**src/rtl/matrix_row_loader_if.sv**
```systemverilog
// ============================================================================
//  Module      : matrix_row_loader_if
//  Description : Bundle of the row loader's handshake and row bus signals.
//                The master side issues start and streams elements. The
//                slave side (the loader) returns ready, the packed row and
//                the status pulses.
//  Ports       : start, in_valid, in_data   - master -> loader
//                in_ready, row_out, enable,
//                dendFlag, busy, done       - loader -> master
//  Revision    : 1.0 - initial release
// ============================================================================
`default_nettype none

interface matrix_row_loader_if #(
    parameter int DATA_SIZE = 16
) ();
    logic                 start;
    logic                 in_valid;
    logic [DATA_SIZE-1:0] in_data;
    logic                 in_ready;
    logic [1023:0]        row_out;
    logic                 enable;
    logic                 dendFlag;
    logic                 busy;
    logic                 done;

    modport master (
        output start, in_valid, in_data,
        input  in_ready, row_out, enable, dendFlag, busy, done
    );

    modport slave (
        input  start, in_valid, in_data,
        output in_ready, row_out, enable, dendFlag, busy, done
    );
endinterface

`default_nettype wire

```
**src/rtl/matrix_row_loader.sv**
```systemverilog
// ============================================================================
//  Module      : matrix_row_loader
//  Description : Collects a row-major element stream into packed rows for
//                the matrix core. After COLUMN_SIZE accepted elements the
//                completed row is announced by a one-cycle enable pulse.
//                dendFlag accompanies the pulse for the last of ROW_SIZE
//                rows. done pulses one cycle later.
//  Ports       : clock   - rising-edge clock
//                reset   - synchronous, active-high reset
//                bus     - matrix_row_loader_if.slave: start/in_valid/in_data
//                          in, in_ready/row_out/enable/dendFlag/busy/done out
//  Config      : ROW_LOADER_REVERSE_EN - when defined, element k is packed
//                into slot COLUMN_SIZE-1-k, so the first element lands at
//                the top of the used field. Timing is unchanged.
//  Revision    : 1.0 - initial release
// ============================================================================
`default_nettype none

module matrix_row_loader #(
    parameter int DATA_SIZE   = 16,
    parameter int COLUMN_SIZE = 16,
    parameter int ROW_SIZE    = 16
) (
    input  wire logic             clock,
    input  wire logic             reset,
    matrix_row_loader_if.slave    bus
);

    localparam int c_FIELD_W = DATA_SIZE * COLUMN_SIZE;
    localparam int c_EW      = (COLUMN_SIZE > 1) ? $clog2(COLUMN_SIZE) : 1;
    localparam int c_RW      = (ROW_SIZE > 1) ? $clog2(ROW_SIZE) : 1;

    typedef enum logic [1:0] {
        IDLE   = 2'd0,
        FILL   = 2'd1,
        EMIT   = 2'd2,
        FINISH = 2'd3
    } state_t;

    state_t                 r_state;
    state_t                 w_next;
    logic [c_EW-1:0]        r_elem_cnt;
    logic [c_RW-1:0]        r_row_cnt;
    logic [c_FIELD_W-1:0]   r_field;

    logic                   w_xfer;
    logic                   w_last_elem;
    logic                   w_last_row;
    logic [c_EW-1:0]        w_slot;
    logic                   w_in_ready;
    logic                   w_enable;
    logic                   w_dend;
    logic                   w_busy;
    logic                   w_done;

    assign w_xfer      = (r_state == FILL) && bus.in_valid;
    assign w_last_elem = (r_elem_cnt == c_EW'(COLUMN_SIZE - 1));
    assign w_last_row  = (r_row_cnt == c_RW'(ROW_SIZE - 1));

`ifdef ROW_LOADER_REVERSE_EN
    assign w_slot = c_EW'(COLUMN_SIZE - 1) - r_elem_cnt;
`else
    assign w_slot = r_elem_cnt;
`endif

    // Next state and state-decoded outputs
    always_comb begin
        w_next     = r_state;
        w_in_ready = 1'b0;
        w_enable   = 1'b0;
        w_dend     = 1'b0;
        w_busy     = 1'b0;
        w_done     = 1'b0;
        case (r_state)
            IDLE: begin
                if (bus.start) begin
                    w_next = FILL;
                end
            end
            FILL: begin
                w_in_ready = 1'b1;
                w_busy     = 1'b1;
                if (w_xfer && w_last_elem) begin
                    w_next = EMIT;
                end
            end
            EMIT: begin
                w_enable = 1'b1;
                w_busy   = 1'b1;
                // The row counter still holds the index of the row being
                // emitted; it advances at the end of this cycle.
                w_dend   = w_last_row;
                w_next   = w_last_row ? FINISH : FILL;
            end
            FINISH: begin
                w_done = 1'b1;
                w_busy = 1'b1;
                w_next = IDLE;
            end
            default: begin
                w_next = IDLE;
            end
        endcase
    end

    always_ff @(posedge clock) begin
        if (reset) begin
            r_state    <= IDLE;
            r_elem_cnt <= '0;
            r_row_cnt  <= '0;
            r_field    <= '0;
        end else begin
            r_state <= w_next;
            case (r_state)
                IDLE: begin
                    if (bus.start) begin
                        r_elem_cnt <= '0;
                        r_row_cnt  <= '0;
                    end
                end
                FILL: begin
                    if (w_xfer) begin
                        // Only the addressed slot changes; the rest of the
                        // previous row stays visible until overwritten.
                        for (int c = 0; c < COLUMN_SIZE; c++) begin
                            if (w_slot == c_EW'(c)) begin
                                r_field[c*DATA_SIZE +: DATA_SIZE] <= bus.in_data;
                            end
                        end
                        r_elem_cnt <= w_last_elem ? '0 : r_elem_cnt + 1'b1;
                    end
                end
                EMIT: begin
                    r_row_cnt <= r_row_cnt + 1'b1;
                end
                default: begin
                end
            endcase
        end
    end

    // Bits above the used field are tied to zero.
    generate
        if (c_FIELD_W < 1024) begin : g_pad
            assign bus.row_out = {{(1024 - c_FIELD_W){1'b0}}, r_field};
        end else begin : g_full
            assign bus.row_out = r_field[1023:0];
        end
    endgenerate

    assign bus.in_ready = w_in_ready;
    assign bus.enable   = w_enable;
    assign bus.dendFlag = w_dend;
    assign bus.busy     = w_busy;
    assign bus.done     = w_done;

endmodule

`default_nettype wire

```
**src/flat_wrapper.sv**
```systemverilog
// flat-port wrapper written by rule: the top's interface ports become plain ports
module matrix_row_loader_flat 
#(
    parameter int DATA_SIZE   = 16,
    parameter int COLUMN_SIZE = 16,
    parameter int ROW_SIZE    = 16
)
  (clock, reset, bus_start, bus_in_valid, bus_in_data, bus_in_ready, bus_row_out, bus_enable, bus_dendFlag, bus_busy, bus_done);
  matrix_row_loader_if #(.DATA_SIZE(DATA_SIZE)) bus_i ();
  input  wire logic clock;
  input  wire logic reset;
  input wire logic [$bits(bus_i.start)-1:0] bus_start;
  input wire logic [$bits(bus_i.in_valid)-1:0] bus_in_valid;
  input wire logic [$bits(bus_i.in_data)-1:0] bus_in_data;
  output wire logic [$bits(bus_i.in_ready)-1:0] bus_in_ready;
  output wire logic [$bits(bus_i.row_out)-1:0] bus_row_out;
  output wire logic [$bits(bus_i.enable)-1:0] bus_enable;
  output wire logic [$bits(bus_i.dendFlag)-1:0] bus_dendFlag;
  output wire logic [$bits(bus_i.busy)-1:0] bus_busy;
  output wire logic [$bits(bus_i.done)-1:0] bus_done;
  assign bus_i.start = bus_start;
  assign bus_i.in_valid = bus_in_valid;
  assign bus_i.in_data = bus_in_data;
  assign bus_in_ready = bus_i.in_ready;
  assign bus_row_out = bus_i.row_out;
  assign bus_enable = bus_i.enable;
  assign bus_dendFlag = bus_i.dendFlag;
  assign bus_busy = bus_i.busy;
  assign bus_done = bus_i.done;
  matrix_row_loader #(.DATA_SIZE(DATA_SIZE), .COLUMN_SIZE(COLUMN_SIZE), .ROW_SIZE(ROW_SIZE)) u_core (.clock(clock), .reset(reset), .bus(bus_i));
endmodule
```
**config.mk**
```make
export PLATFORM = sky130hd
export DESIGN_NAME = matrix_row_loader_flat
export DESIGN_NICKNAME = d
export VERILOG_FILES = /design/src/rtl/matrix_row_loader_if.sv /design/src/rtl/matrix_row_loader.sv /design/src/flat_wrapper.sv
export SDC_FILE = /design/constraint.sdc
export NUM_CORES = 1
export LEC_CHECK = 0
export CORE_AREA = 2 2 414 416
export DETAILED_ROUTE_END_ITERATION = 8
export DIE_AREA = 0 0 416 418
export HOLD_SLACK_MARGIN = 0.12
export MAX_ROUTING_LAYER = met4
export PLACE_DENSITY_LB_ADDON = 0.3
export SYNTH_ARGS = -nofsm -noshare
export SYNTH_HDL_FRONTEND = slang
export SYNTH_SLANG_ARGS = --single-unit
```
**constraint.sdc**
```tcl
create_clock -name clock -period 3.8 [get_ports clock]
set_input_delay 0.38 -clock clock [delete_from_list [all_inputs] [get_ports clock]]
set_output_delay 0.38 -clock clock [all_outputs]
set_load 0.01 [all_outputs]
```
# == Word-level counts from Yosys, hierarchy flattened ==
# Cells that the tools add are included.
# totals
reg_bits,266
inputBits,20
out_inout_bits,1029
word_cells,83
# classes
add_sub_neg,2
n_eq_ne,22
n_mux,14
reduce_logical,26
# op_table
operator,n
3-bit AND reduction,17
4-bit == test (second input constant),9
4-bit by 3-bit == test with 1-bit output (second input constant),4
4-bit case mux with 2 select lines,2
4-bit 2-to-1 mux,3
4-bit by 1-bit adder with 4-bit output (second input constant),2
4-bit by 2-bit == test with 1-bit output (second input constant),2
2-bit case mux with 4 select lines,1
2-bit 2-to-1 mux,3
1-bit 2-to-1 mux,5
2-bit == test (second input constant),2
4-bit by 1-bit == test with 1-bit output (second input constant),1
4-bit logical NOT,1
2-bit != test (second input constant),2
2-bit AND reduction,2
2-bit nonzero test,2
3-bit OR reduction,1
2-bit by 1-bit == test with 1-bit output (second input constant),1
1-bit logical AND,2
2-bit logical NOT,1
2-bit by 1-bit != test with 1-bit output (second input constant),1

# == Logic depth before layout (Yosys ltp) ==
# depth
depth_word,5
depth_mapped,7
ltp_nobuf,5

# == Least setup slack after synthesis ==
# OpenSTA, ideal clock, no wires.
# synth_path
path_kind,reg-to-output
from,register u_core.r_state[0]
to,output bus_dendFlag
arrival_time_ns,1.155
required_ns,3.420
path_slack_ns,2.265
path_stages_with_launch,5
n_path_buf,2
path_cell_list,dfxtp_1 buf_4 buf_4 nor2b_1 and4_1
# synth_between
elab_chain_cells,2
# synth_lines
item,line_no,source
from (decl),matrix_row_loader.sv:40,state_t r_state;
from (signal assigned),matrix_row_loader.sv:113,r_state <= w_next;
2-bit == test,matrix_row_loader.sv:74,case (r_state)
1-bit 2-to-1 mux,matrix_row_loader.sv:74,
to (decl),flat_wrapper.sv:18,output wire logic [$bits(bus_i.dendFlag)-1:0] bus_dendFlag;
# No other way between the ends.

# == Final worst setup path ==
# layout_path
from,register u_core.r_state[1]
to,output bus_dendFlag
# The elaborated chain is that of the path after synthesis.

==> impl_metrics.prom <==
# TYPE chip_impl_metric gauge
chip_impl_metric{name="timing.hold.ws",unit="ns"} 0.212
chip_impl_info{name="holdPathEnd",value="u_core.r_field[245]"} 1
chip_impl_metric{name="largest_net_degree_at_the_start_of_global_routing",unit=""} 101
chip_impl_info{name="yosys_most_used_dff",value="dfxtp_1"} 1
chip_impl_metric{name="worst_ep_arrival_time",unit="ns"} 2.73
chip_impl_metric{name="maxSlewHeadroom",unit=""} 0.273
chip_impl_metric{name="synthArstFlopShare",unit=""} 0
chip_impl_metric{name="cts_hold_buffers",unit=""} 0
chip_impl_metric{name="static_leakage",unit="nW"} 7.12
chip_impl_metric{name="cts_sinks",unit=""} 266
chip_impl_metric{name="max_slew.worst_pin.slew",unit="ns"} 1.09
chip_impl_info{name="path_delay_family",value="buffers and inverters"} 1
chip_impl_info{name="worst_path_max_delay_cell",value="dfxtp_1"} 1
chip_impl_info{name="timing.rr.end",value="u_core.r_field[131]"} 1
chip_impl_info{name="worst_setup_path_start_kind",value="register"} 1
chip_impl_metric{name="io_pins",unit=""} 1049
chip_impl_metric{name="min_period_over_period",unit=""} 0.818
chip_impl_metric{name="routed-via-count",unit=""} 12500
chip_impl_metric{name="place_inst",unit=""} 4407
chip_impl_metric{name="drt-wirelength-per-cell",unit="µm"} 15.9
chip_impl_metric{name="groute.usage.overall",unit=""} 0.0776
chip_impl_metric{name="height_of_the_die",unit="µm"} 418
chip_impl_info{name="cts_tree",value="yes"} 1
chip_impl_metric{name="worst-r2r-cell-count",unit=""} 4
chip_impl_metric{name="rrSetupSlack",unit="ns"} 1.31
chip_impl_info{name="cp_cell_sequence",value="buf_4 > nor2b_1 > and4_1 > clkdlybuf4s50_1"} 1
chip_impl_metric{name="place_worst_setup_slack",unit="ns"} 0.995
chip_impl_metric{name="avg_vias_per_cell",unit=""} 2.79
chip_impl_metric{name="post_cts.repair.setup_buffers",unit=""} 0
chip_impl_info{name="synth.cells.most_frequent",value="buf_4, dfxtp_1, a21oi_1"} 1
chip_impl_metric{name="post_synth_fa_ha_maj_area_fraction",unit=""} 0.00461
chip_impl_metric{name="synth-warning-count",unit=""} 0
chip_impl_metric{name="synth_cell_types",unit=""} 41
chip_impl_metric{name="row_count",unit=""} 151
chip_impl_info{name="yosysTopAreaCell",value="buf_4"} 1
chip_impl_info{name="worst_setup_path_end_kind",value="primary output"} 1
chip_impl_metric{name="synth_top_area_share",unit=""} 0.362
chip_impl_metric{name="detailedRoute.firstPassIterationCount",unit=""} 4
chip_impl_metric{name="critical_path.max_stage_delay",unit="ns"} 0.68
chip_impl_metric{name="num-nets-final",unit=""} 2254
chip_impl_info{name="setup_repair_after_global_routing_missed_its_margin",value="no"} 1
chip_impl_metric{name="finish.cell_count_without_fillers",unit=""} 4471
chip_impl_metric{name="fin_ws",unit="ns"} 0.691
chip_impl_metric{name="skew",unit="ns"} 0.0170
chip_impl_metric{name="synthSimpleGateAreaFrac",unit=""} 0.0957
chip_impl_metric{name="floorplan.die_area",unit="mm²"} 0.174
chip_impl_info{name="worstReg2RegStart",value="u_core.r_elem_cnt[3]"} 1
chip_impl_metric{name="muxShareOfSynthArea",unit=""} 0.00207
chip_impl_metric{name="number_of_global_route_vias_before_repair",unit=""} 10100
chip_impl_info{name="min-delay-path-class",value="input port to register"} 1
chip_impl_metric{name="grt_antenna_before_repair",unit=""} 10
chip_impl_metric{name="synth-compound-area-share",unit=""} 0.164
chip_impl_metric{name="post_synth_edffs",unit=""} 0
chip_impl_metric{name="critical_path.n_buffers_inverters",unit=""} 2
chip_impl_metric{name="cts.path.max_buffers",unit=""} 3
chip_impl_metric{name="grt_first_pass_wirelength",unit="mm"} 91.3
chip_impl_metric{name="layout_min_cycle_time",unit="ns"} 3.11
chip_impl_metric{name="clock_insertion_delay_worst_skew",unit="ns"} 0.56
chip_impl_metric{name="worst_ir_drop_vdd",unit="mV"} 0.208
chip_impl_info{name="yosys.cell_count.top_type",value="buf_4"} 1
chip_impl_metric{name="cts.reportedPaths.clkPinSlew",unit="ns"} 0.06
chip_impl_metric{name="syn_inst",unit=""} 2050
chip_impl_metric{name="timing.critical_path.required",unit="ns"} 3.42
chip_impl_metric{name="power.density",unit="mW/mm²"} 362
chip_impl_metric{name="h-tree-depth",unit=""} 2
chip_impl_info{name="yosys-top-cells-area",value="buf_4, dfxtp_1, a21oi_1"} 1
chip_impl_metric{name="total_power",unit="mW"} 7.17
chip_impl_metric{name="cp_max_fo",unit=""} 15
chip_impl_metric{name="coreArea",unit="mm²"} 0.169
chip_impl_metric{name="cts_buffers",unit=""} 37
chip_impl_metric{name="drt_wl_total",unit="mm"} 71.3
chip_impl_metric{name="final_max_slew_viol_count",unit=""} 0
chip_impl_info{name="status",value="finished, final reports clean"} 1
chip_impl_metric{name="floorplan.initialDensity",unit=""} 0.0963
chip_impl_metric{name="layout-drive-gt1-share",unit=""} 0.0573
chip_impl_metric{name="globalRouteOverflowTotal",unit=""} 0
chip_impl_metric{name="number_of_instances_on_the_worst_hold_path",unit=""} 3
chip_impl_metric{name="post_synth_xor_area_fraction",unit=""} 0
chip_impl_info{name="timing_worst_setup_path_type",value="register to primary output"} 1
chip_impl_metric{name="gp_routability_congestion",unit=""} 0.699
chip_impl_metric{name="area_growth_syn_to_layout",unit="%"} 21.6
chip_impl_metric{name="dpl.hpwl",unit="mm"} 49.5
chip_impl_metric{name="port_buffers",unit=""} 280
chip_impl_metric{name="finalHoldViolations",unit=""} 0
chip_impl_info{name="cts_root_buf",value="clkbuf_16"} 1
chip_impl_metric{name="ant_nets",unit=""} 0
chip_impl_metric{name="postSynthAreaPerCell",unit="µm²"} 7.95
chip_impl_metric{name="report.final.setup_viol",unit=""} 0
chip_impl_metric{name="timing.setup.tns",unit="ns"} 0
chip_impl_metric{name="route.detailed.drc",unit=""} 0
chip_impl_metric{name="max_clock_freq",unit="MHz"} 322
chip_impl_metric{name="cts_resized",unit=""} 0
chip_impl_metric{name="dr.first_iter.drc_count",unit=""} 1036
chip_impl_info{name="hp-start",value="bus_in_data[5]"} 1
chip_impl_metric{name="yosysSeqAreaShare",unit=""} 0.327
chip_impl_metric{name="syn_area",unit="mm²"} 0.0163
chip_impl_metric{name="die_w",unit="µm"} 416
chip_impl_metric{name="synth-seq-cells",unit=""} 266
chip_impl_info{name="synth_top_family_by_area",value="buffers and inverters"} 1
chip_impl_metric{name="maxCapViolCount",unit=""} 0
-- flip-flops by register name, summed over array words and instances, names as in the netlist --
register / count
u_core.r_elem_cnt: 4
u_core.r_field: 256
u_core.r_row_cnt: 4
u_core.r_state: 2
-- cells in the final DEF (no fill, tap or decap), types with 4 or more instances in the layout --
cell,netlist,routed
buf_2,40,15
clkbuf_8,0,7
clkdlybuf4s50_1,0,264
a21oi_1,260,260
o21ai_2,4,4
clkbuf_16,0,38
o21ai_1,59,59
clkbuf_1,106,7
nor2_1,6,6
buf_4,785,25
buf_12,0,12
clkinv_2,0,4
nand3_1,258,258
dfxtp_1,266,266
o21ai_0,199,199
inv_1,4,4
conb_1,1,768
ha_1,6,6
-- cells by family after synthesis --
group	count (synthesis)
and+or+nand+nor	297
AOI/OAI and AO/OA	528
muxes	3
buffers and inverters	949
other	1
DFF	266
adders and majority gates	6
-- routing by layer --
layer,vias up,routed length [µm],global-route usage
met2,641,37600,0.134
li1,5686,-,-
met4,0,1550,0.0194
met3,58,5110,0.0173
met5,-,0,-
met1,6075,27000,0.0908
-- per-stage QoR --
step,utilization,area (µm²)
2_1_floorplan,-,19200
3_3_place_gp,0.110,18600
3_5_place_dp,0.110,18600
4_1_cts,0.117,19800
5_1_grt,0.117,19800
6_report,0.117,19800
-- area by class of cell --
class	instances	area, µm²
fillers	19400	149000
multi-input cells	1602	7320
flip-flops and latches	266	5330
repair buffers	317	3160
well taps	2218	2780
clock buffers	52	1070
clock inverters	10	144
inverters	4	15.0
diodes	2	5.00
-- report_power, final --
part | switching [mW] | internal [mW]
clock | 1.43 | 2.17
sequential | 0.00794 | 2.80
combinational | 0.691 | 0.0753
-- how the worst max path moves through the flow --
| stage | cells after the start | from | slack (ns) | to |
|---|---|---|---|---|
| 2_1_floorplan | 4 | u_core.r_state[0] | 2.27 | bus_dendFlag |
| 3_3_place_gp | 5 | bus_in_valid | 1.0 | u_core.r_field[126] |
| 3_5_place_dp | 5 | bus_in_valid | 0.99 | u_core.r_field[191] |
| 4_1_cts | 4 | u_core.r_state[1] | 0.57 | bus_dendFlag |
| 5_1_grt | 4 | u_core.r_state[1] | 0.45 | bus_dendFlag |
| 6_report | 4 | u_core.r_state[1] | 0.69 | bus_dendFlag |
-- worst reg2reg max path, stage by stage, from the launching register on --
cell       delay [ns]
dfxtp_1          0.64
nand4bb_4        0.88
buf_4            0.54
o21ai_0          0.18
a21oi_1          0.08
(Power assumes the default switching activity.)
